### src/rtl/uart_rx.sv
// uart_rx: 8N1 serial receiver, LSB first, CLKS_PER_BIT clocks per bit.
// Two-flop input synchroniser, mid-bit sampling, one-cycle valid/error strobes.
// Optional even-parity bit between data and stop: define UART_RX_PARITY_EN.
module uart_rx #(
    parameter int unsigned CLKS_PER_BIT = 217
) (
    input  logic       clk,
    input  logic       rst,
    input  logic       in_serial_pin,
    output logic [7:0] out_rx_byte,
    output logic       out_rx_data_valid,
    output logic       out_rx_active,
    output logic       out_frame_error,
    output logic       out_parity_error
);

    localparam int unsigned CNT_W = 16;
    localparam logic [CNT_W-1:0] HALF_CNT = CNT_W'((CLKS_PER_BIT - 1) / 2);
    localparam logic [CNT_W-1:0] BIT_END  = CNT_W'(CLKS_PER_BIT - 1);

    typedef enum logic [2:0] {
        S_IDLE,
        S_START,
        S_DATA,
        S_PARITY,
        S_STOP,
        S_CLEANUP
    } state_t;

    state_t           state, state_n;
    logic             rx_meta, rx_s;
    logic [CNT_W-1:0] clk_cnt, clk_cnt_n;
    logic [2:0]       bit_idx, bit_idx_n;
    logic [7:0]       shift_reg, shift_n;
    logic [7:0]       byte_n;
    logic             valid_n, active_n, ferr_n, perr_n;
    logic             par_err_c;

`ifdef UART_RX_PARITY_EN
    logic             par_bit, par_bit_n;

    // Even parity: data bits plus parity bit must XOR to zero
    assign par_err_c = ^{shift_reg, par_bit};
`else
    assign par_err_c = 1'b0;
`endif

    // State, counters, synchroniser and registered outputs
    always_ff @(posedge clk or posedge rst) begin
        if (rst) begin
            rx_meta           <= 1'b1;
            rx_s              <= 1'b1;
            state             <= S_IDLE;
            clk_cnt           <= '0;
            bit_idx           <= '0;
            shift_reg         <= '0;
            out_rx_byte       <= '0;
            out_rx_data_valid <= 1'b0;
            out_rx_active     <= 1'b0;
            out_frame_error   <= 1'b0;
            out_parity_error  <= 1'b0;
`ifdef UART_RX_PARITY_EN
            par_bit           <= 1'b0;
`endif
        end else begin
            rx_meta           <= in_serial_pin;
            rx_s              <= rx_meta;
            state             <= state_n;
            clk_cnt           <= clk_cnt_n;
            bit_idx           <= bit_idx_n;
            shift_reg         <= shift_n;
            out_rx_byte       <= byte_n;
            out_rx_data_valid <= valid_n;
            out_rx_active     <= active_n;
            out_frame_error   <= ferr_n;
            out_parity_error  <= perr_n;
`ifdef UART_RX_PARITY_EN
            par_bit           <= par_bit_n;
`endif
        end
    end

    // Next-state, counter and strobe decode
    always_comb begin
        state_n   = state;
        clk_cnt_n = clk_cnt;
        bit_idx_n = bit_idx;
        shift_n   = shift_reg;
        byte_n    = out_rx_byte;
        valid_n   = 1'b0;
        active_n  = out_rx_active;
        ferr_n    = 1'b0;
        perr_n    = 1'b0;
`ifdef UART_RX_PARITY_EN
        par_bit_n = par_bit;
`endif
        case (state)
            S_IDLE: begin
                clk_cnt_n = '0;
                bit_idx_n = '0;
                if (!rx_s) begin
                    state_n = S_START;
                end
            end
            S_START: begin
                if (clk_cnt == HALF_CNT) begin
                    clk_cnt_n = '0;
                    if (!rx_s) begin
                        active_n = 1'b1;
                        state_n  = S_DATA;
                    end else begin
                        state_n  = S_IDLE;
                    end
                end else begin
                    clk_cnt_n = clk_cnt + 16'd1;
                end
            end
            S_DATA: begin
                if (clk_cnt == BIT_END) begin
                    clk_cnt_n        = '0;
                    shift_n[bit_idx] = rx_s;
                    if (bit_idx == 3'd7) begin
                        bit_idx_n = '0;
`ifdef UART_RX_PARITY_EN
                        state_n   = S_PARITY;
`else
                        state_n   = S_STOP;
`endif
                    end else begin
                        bit_idx_n = bit_idx + 3'd1;
                    end
                end else begin
                    clk_cnt_n = clk_cnt + 16'd1;
                end
            end
`ifdef UART_RX_PARITY_EN
            S_PARITY: begin
                if (clk_cnt == BIT_END) begin
                    clk_cnt_n = '0;
                    par_bit_n = rx_s;
                    state_n   = S_STOP;
                end else begin
                    clk_cnt_n = clk_cnt + 16'd1;
                end
            end
`endif
            S_STOP: begin
                if (clk_cnt == BIT_END) begin
                    clk_cnt_n = '0;
                    active_n  = 1'b0;
                    perr_n    = par_err_c;
                    ferr_n    = !rx_s;
                    if (rx_s && !par_err_c) begin
                        byte_n  = shift_reg;
                        valid_n = 1'b1;
                    end
                    state_n   = S_CLEANUP;
                end else begin
                    clk_cnt_n = clk_cnt + 16'd1;
                end
            end
            S_CLEANUP: begin
                state_n = S_IDLE;
            end
            default: begin
                state_n = S_IDLE;
            end
        endcase
    end

endmodule
### config.mk
export PLATFORM = sky130hd
export DESIGN_NAME = uart_rx
export DESIGN_NICKNAME = d
export VERILOG_FILES = /design/src/rtl/uart_rx.sv
export SDC_FILE = /design/constraint.sdc
export NUM_CORES = 1
export LEC_CHECK = 0
export CAP_MARGIN = 20
export CORE_UTILIZATION = 46
export CTS_CLUSTER_SIZE = 8
export DETAILED_ROUTE_END_ITERATION = 6
export GPL_TIMING_DRIVEN = 1
export PLACE_DENSITY = 0.67
export SYNTH_ARGS = -nofsm -noshare
export SYNTH_HDL_FRONTEND = slang
export SYNTH_SLANG_ARGS = --single-unit
### constraint.sdc
create_clock -name clk -period 2.2 [get_ports clk]
set_clock_uncertainty 0.2 [all_clocks]
set_input_delay 0.44 -clock clk [delete_from_list [all_inputs] [get_ports clk]]
set_output_delay 0.44 -clock clk [all_outputs]
set_load 0.005 [all_outputs]
### After elaboration in Yosys (flattened, before gate mapping)

Index checks and enable logic that the tools add are counted.

* add/subtract/negate cells: 2
* div/mod/pow operators: 0
* $lt $le $gt $ge: 2
* reductions and logical operators: 12
* mux-type cells: 25
* multipliers: 0
* shift operators: 0
* equal/unequal tests: 12
* bitwise operators: 0

Operators by type and width (number)
* one-hot mux 16 bit (3 select lines): 1
* two-way mux 16 bit: 2
* two-way mux 3 bit: 7
* adder 16 x 1 -> 16 bit (second input constant): 1
* equality test 16 x 7 -> 1 bit (second input constant): 1
* equality test 16 x 8 -> 1 bit (second input constant): 1
* != test 2 bit (second input constant): 6
* one-hot mux 3 bit (4 select lines): 1
* two-way mux 1 bit: 9
* bitwise mux 8 bit: 1
* equality test 3 bit (second input constant): 2
* one-hot mux 3 bit (2 select lines): 1
* AND reduction 5 bit: 1
* < comparator 3 x 4 -> 1 bit (second input constant): 1
* AND reduction 2 bit: 2
* AND reduction 4 bit: 1
* nonzero test 2 bit: 2
* adder 3 x 1 -> 3 bit (second input constant): 1
* demux 1 bit (select 3 bit): 1
* equality test 3 x 1 -> 1 bit (second input constant): 1
* equality test 3 x 2 -> 1 bit (second input constant): 1
* greater-or-equal comparator 3 x 1 -> 1 bit (second input constant): 1
* logical NOT 3 bit: 1
* AND reduction 3 bit: 1
* other kinds (6): 6

* bits in read-only memories: 0
* bits in registers: 43
* input bits: 3
* latch bits: 0
* logic and storage cells: 63
* memories kept: 0
* bits in writable memories: 0

### Longest topological paths before layout

Gate-level depths: netlist (run 1).

* depth in word-level cells: 5
* mapped depth: 8

### Worst setup path before layout (run 1)

Ideal clock, no wire load.

* path type: register -> register
* from: register clk_cnt[11]
* to: register shift_reg[4]
* setup time: 128 ps
* arrival time: 2104 ps
* required time: 1872 ps
* path slack: -231 ps
* cell stages (with the launch flop): 7
* clock period less this slack: 2431 ps
* cell sequence: dfrtp_1 nor4_4 nand4b_2 or4_1 buf_6 nor4b_4 mux2_1

* word-level cells in the longest chain between the ends: 2

Ends and longest elaborated chain
* from (decl): line 32 `logic [CNT_W-1:0] clk_cnt, clk_cnt_n;`
* from (signal assigned): line 69 `clk_cnt <= clk_cnt_n;`
* equality test 16 x 8 -> 1 bit: line 119 `if (clk_cnt == BIT_END) begin`
* AND reduction 2 bit (no source line)
* to (signal assigned): line 71 `shift_reg <= shift_n;`
* to (decl): line 34 `logic [7:0] shift_reg, shift_n;`

No other way between the ends.
A chain may end at the register's enable or synchronous reset.

### Worst setup path after layout (run 1)

* from: register clk_cnt[9]
* to: register shift_reg[4]

Same word-level chain as after synthesis.

==> results of run 1 <==
==> final cells by class <==
class,count,area (sq um)
timing repair buffer,58,510
clock inverter,2,12.5
sequential,43,1080
clock buffer,6,72.6
inverter,5,18.8
tap,67,83.8
fill,368,1730
multi-input combinational,143,1220
==> cell families after synthesis <==
kind of cell	Yosys count	share of synthesized area (%)
and+or+nand+nor	82	24.6
DFF	43	47.5
AOI/OAI and AO/OA	36	11.7
buffers and inverters	22	4.30
muxes	16	7.94
adders and majority gates	4	2.21
xor gates and xnor gates	4	1.54
other	1	0.165
==> metrics by stage <==
step	setup TNS, ns	instance area, sq um
floorplan	-0.660	2280
global placement	-0.496	2720
detailed placement	-0.727	2720
CTS	-0.685	2870
global route	-2.04	3000
finish	-0.725	3000
==> final timing paths <==
kind / from / to
worst max register to register: clk_cnt[9] / shift_reg[4]
worst max-delay path: clk_cnt[9] / shift_reg[4]
max in group asynchronous: rst / rx_meta
worst min-delay path: rx_meta / rx_s
worst min register to register: rx_meta / rx_s
min in group asynchronous: rst / clk_cnt[0]
==> metal layers <==
metal / GRT usage (%) / vias up
met2: 34.2 / 40
met4: 7.63 / 0
met1: 28.2 / 905
met3: 4.17 / 8
met5: 0 / -
li1: - / 873
==> power groups by stage <==
stage	registers (mW)	logic [mW]	clock network, mW
after floorplan	0.809	0.0159	0
after global placement	0.812	0.0248	0
after detailed placement	0.812	0.0254	0
after CTS	0.797	0.0257	0.501
after global routing	0.798	0.0281	0.532
final	0.797	0.0238	0.491
==> timing repair <==
| item | 4_1_cts | 5_1_grt |
|---|---|---|
| pin swaps | 1 | 11 |
| gates cloned | 0 | 0 |
| setup buffers | 1 | 7 |
| endpoints found under the setup margin | 7 | 30 |
| gates resized for setup | 10 | 21 |
==> placed cells by master, fill, tap and decap left out, types with 5 or more instances in the layout <==
cell type / instances
a21oi_1: 5
a22o_1: 6
and3_1: 6
buf_4: 36
buf_6: 8
clkbuf_8: 5
clkdlybuf4s50_1: 13
dfrtp_1: 41
inv_1: 5
mux2_2: 12
nand2_1: 12
nand3_1: 10
nand4_1: 5
nand4b_1: 5
nor2_1: 5
nor3_1: 7
==> qor.yml, run 1 <==
sta:
  finalMaxSlewViolations: 0
  tightest_slew_ns: 0.577
  hold_slack_ns: 0.159
  hold_viol: 0
  final.setup.worst_slack_ns: -0.144
  slew_headroom_pct: 61.4
  max_freq_mhz: 427
  rsz0062_at_grt: "yes"
  min_period_over_period_pct: 107
  period_minus_slack_ns: 2.34
  finalSetupViolations: 8
synth:
  synth.cell_area_sq_um: 2270
  synth_top_area_share_pct: 45.2
  async_reset_ff_share_pct: 100
  synth_top_area_cell: "dfrtp_1"
  ys_types: 46
  ys.flop_type: "dfrtp_1"
  ys_top_cells_by_area: "dfrtp_1, mux2_2, nor4b_4, nand3_1, dfstp_2"
  syn_inst: 208
  post-synth-top-count-cell: "dfrtp_1"
  synth_common_cells: "dfrtp_1, mux2_2, nand2_1"
  synth_nets: 215
  ys_warn_count: 0
  postSynthAreaPerCell_sq_um: 10.9
  ys_ff_latch: 43
  synth_edf_count: 0
  yosysSeqAreaShare_pct: 47.5
pwr:
  ir_drop_mv: 0.261
  p_sw_uw: 289
  sw_frac_of_total_pct: 22.1
  internal_power_mw: 1.02
  p_leak_nw: 1.37
  clkPwrFrac_pct: 37.4
  p_seq_share_pct: 60.7
  power_mw: 1.31
  comb_power_share_pct: 1.8
  power.density_nw_per_um2: 438
cts:
  hold_buffers: 0
  clock_path_buffers: 2
  cts_buffers: 5
  cts.clk_slew.worst_paths_ns: 0.08
  cts_tree: "built"
  cts_num_sinks: 43
  clk-insertion-delay-late_ns: 0.30
  cts-htree-levels: 2
  cts_root_buf: "clkbuf_8"
hold_path:
  holdPathStages: 0
  holdCritPathClass: "reg2reg"
drt:
  highest_layer: "met4"
  drt_pre_antenna_iters: 4
  drc: 0
  drt_wl_total_mm: 5.22
  vias: 1826
  avgRoutedWirePerCell_microns: 16.1
  wl_met2_mm: 2.68
  drtIter0Drc: 105
  m1WireLength_mm: 2.31
  vias_per_cell: 5.64
  antenna_left: 0
  met3_length_microns: 151
floorplanning:
  die_w_microns: 72.2
  die_area_sq_um: 5220
  ios: 15
  coreArea_sq_um: 4720
  start_util_pct: 48.0
  rows: 25
  dieHeight_microns: 72.2
placed_design:
  dp_cells: 310
  place_ws_ns: -0.196
  place_congestion: 0.803
  hpwl_mm: 3.55
  port_buffers: 13
setup_path:
  cp_num_cells: 5
  crit_path_top_delay_cell: "or4_4"
  rr_worst_depth: 5
  cp.required_ns: 2.19
  cp_max_fo: 7
  cp_num_buf_inv: 0
  worst_path_largest_cell_delay_ns: 0.53
  cpMostUsedCell: "nor4b_4"
  ff2ff_setup_slack_ns: -0.14
  cpLargestDelayFamily: "simple AND/OR/NAND/NOR gates"
  path_class: "reg2reg"
  crit_chain: "nor4b_4, nand4b_2, or4_4, nor4b_4, mux2_4"
  critPathArrivalTime_ns: 2.33
  start_kind: "register"
  critPathCaptureType: "register"
global_routing:
  grt_pass1_vias: 1767
  grt_max_degree: 44
  grt_first_pass_wirelength_mm: 8.49
  antenna_found_initial: 0
  overflow: 0
  grt_use_total_pct: 21.1
status:
  violations: "negative setup slack"
  status: "complete, but fails checks"
final_layout:
  final_util_pct: 63.4
  layout-drive-gt1-share_pct: 35.8
  antennaDiodeCount: 0
  final_cells: 324
  nets: 263
  largest_reg_flops: 16
  areaGrowthSynthToFinish_pct: 32.0
run:
  drv_cap: 0
(Power assumes the default switching activity.)
==> run 2, diff against run 1 <==
--- a/config.mk
+++ b/config.mk
@@ -6,6 +6,7 @@
 export NUM_CORES = 1
 export LEC_CHECK = 0
 export CAP_MARGIN = 20
+export CORE_ASPECT_RATIO = 2
 export CORE_UTILIZATION = 46
 export CTS_CLUSTER_SIZE = 8
 export DETAILED_ROUTE_END_ITERATION = 6
==> run 2 against run 1 <==
The run still ends with negative setup slack left. Core utilization decreased by 3.6 points. Sequential share of layout area increased by 2.4 points. Die area increased by 0.32%.
==> qor.yml, run 2 (synthesis gave the netlist of run 1 again) <==
final_layout:
  layout_common_cells: "dfrtp_1, buf_4, mux2_2, clkdlybuf4s50_1, nand2_1"  # was dfrtp_1, buf_4, clkdlybuf4s50_1, mux2_2, nand2_1
  antennaDiodeCount: 0  # unchanged
  final_util_pct: 59.9  # was 63.4%
  largest_reg_flops: 16  # unchanged
  areaGrowthSynthToFinish_pct: 23.7  # was 32.0%
  mostFrequentLayoutCell: "dfrtp_1"  # unchanged
  layout-drive-gt1-share_pct: 30.8  # was 35.8%
  nets: 253  # was 263
  final_cells: 302  # was 324
floorplanning:
  die_w_microns: 51.7  # was 72.2 microns
  start_util_pct: 48.4  # was 48.0%
  die_area_sq_um: 5230  # was 5220 sq um
  ios: 15  # unchanged
  coreArea_sq_um: 4690  # was 4720 sq um
  rows: 35  # was 25
  dieHeight_microns: 101  # was 72.2 microns
sta:
  hold_slack_ns: 0.159  # about the same
  final.setup.tns_ns: -0.271  # was -0.725 ns
  hold_viol: 0  # unchanged
  tightest_slew_ns: 0.587  # was 0.577 ns
  rsz0062_at_grt: "yes"  # unchanged
  max_freq_mhz: 433  # was 427 MHz
  finalSetupViolations: 5  # was 8
  finalMaxSlewViolations: 0  # unchanged
  period_minus_slack_ns: 2.31  # was 2.34 ns
  slew_headroom_pct: 60.7  # was 61.4%
  final.setup.worst_slack_ns: -0.109  # was -0.144 ns
  min_period_over_period_pct: 105  # was 107%
setup_path:
  critPathCaptureType: "register"  # unchanged
  cp_max_fo: 5  # was 7
  rr_worst_depth: 5  # unchanged
  startpoint: "clk_cnt[8]"  # was clk_cnt[9]
  ff2ff_setup_slack_ns: -0.11  # was -0.14 ns
  worstReg2RegEnd: "shift_reg[2]"  # was shift_reg[4]
  cp.required_ns: 2.19  # about the same
  start_kind: "register"  # unchanged
  r2r_start: "clk_cnt[8]"  # was clk_cnt[9]
  critPathArrivalTime_ns: 2.30  # was 2.33 ns
  path_class: "reg2reg"  # unchanged
  crit_end: "shift_reg[2]"  # was shift_reg[4]
pwr:
  ir_drop_mv: 0.420  # was 0.261 mV
  p_leak_nw: 1.27  # was 1.37 nW
  p_seq_share_pct: 60.7  # about the same
  comb_power_share_pct: 1.6  # was 1.8%
  power_mw: 1.31  # about the same
  sw_frac_of_total_pct: 22.3  # was 22.1%
  p_sw_uw: 292  # was 289 uW
  power.density_nw_per_um2: 468  # was 438 nW/um^2
  clkPwrFrac_pct: 37.7  # was 37.4%
  internal_power_mw: 1.02  # about the same
cts:
  cts-htree-levels: 2  # unchanged
  cts_buffers: 5  # unchanged
  clock_path_buffers: 2  # unchanged
  cts_tree: "built"  # unchanged
  cts_num_sinks: 43  # unchanged
  hold_buffers: 0  # unchanged
  clk-insertion-delay-late_ns: 0.30  # about the same
  cts.clk_slew.worst_paths_ns: 0.08  # about the same
  cts_root_buf: "clkbuf_8"  # unchanged
placed_design:
  hpwl_mm: 3.76  # was 3.55 mm
  dp_cells: 294  # was 310
  place_congestion: 0.829  # was 0.803
  port_buffers: 13  # unchanged
drt:
  drtIter0Drc: 35  # was 105
  avgRoutedWirePerCell_microns: 16.9  # was 16.1 microns
  vias: 1818  # was 1826
  drt_pre_antenna_iters: 4  # unchanged
  vias_per_cell: 6.02  # was 5.64
  drt_wl_total_mm: 5.10  # was 5.22 mm
  antenna_left: 0  # unchanged
  drc: 0  # unchanged
global_routing:
  antenna_found_initial: 0  # unchanged
  grt_first_pass_wirelength_mm: 8.86  # was 8.49 mm
  grt_pass1_vias: 1888  # was 1767
  overflow: 0  # unchanged
  grt_use_total_pct: 22.8  # was 21.1%
  grt_max_degree: 44  # unchanged
status:
  violations: "negative setup slack"  # unchanged
  status: "complete, but fails checks"  # unchanged
run:
  drv_cap: 0  # unchanged
hold_path:
  holdCritPathClass: "reg2reg"  # unchanged
[run 2: stage by stage]
stage / setup slack [ns] / cell area (sq um)
after floorplan: -0.139 / 2280
after global placement: -0.131 / 2660
after detailed placement: -0.178 / 2660
after CTS: -0.163 / 2780
after global routing: -0.153 / 2810
final: -0.109 / 2810
[run 2: worst max-delay path: stages (launching register included)]
cell and delay [ns]:
dfrtp_1 0.41, nor4b_4 0.35, nand4b_2 0.15, or4_4 0.51
nor4b_4 0.26, mux2_4 0.32
[run 2: power by group through the flow]
stage / registers, mW / logic, mW / clock network [mW]
2_1_floorplan: 0.809 / 0.0159 / 0
3_3_place_gp: 0.812 / 0.0214 / 0
3_5_place_dp: 0.812 / 0.0224 / 0
4_1_cts: 0.797 / 0.0223 / 0.502
5_1_grt: 0.797 / 0.0256 / 0.546
6_report: 0.797 / 0.0214 / 0.494
[run 2: timing repair]
action / CTS / global route
gates resized for setup: 7 / 7
endpoints found under the setup margin: 5 / 17
pin swaps: 0 / 1
buffers inserted: 0 / 1
[run 2: final cells by class]
class	instances	area (sq um)
clock inverter	2	12.5
tap	55	68.8
timing repair buffer	48	397
sequential	43	1080
fill	396	1880
inverter	5	18.8
clock buffer	6	72.6
multi-input combinational	143	1160
[run 2: worst min-delay path by stage]
stage / startpoint / to / cells after the start
detailed placement: rx_meta / rx_s / 0
global route: rx_meta / rx_s / 0
finish: rx_meta / rx_s / 0
floorplan: rx_meta / rx_s / 0
CTS: rx_meta / rx_s / 0
global placement: rx_meta / rx_s / 0
[run 2: routing by layer]
metal | vias up | GRT usage (%) | wire length, microns
li1 | 852 | - | -
met1 | 931 | 23.5 | 1880
met2 | 25 | 43.0 | 3000
met3 | 10 | 3.45 | 95
met4 | 0 | 10.6 | 129
met5 | - | 0 | 0
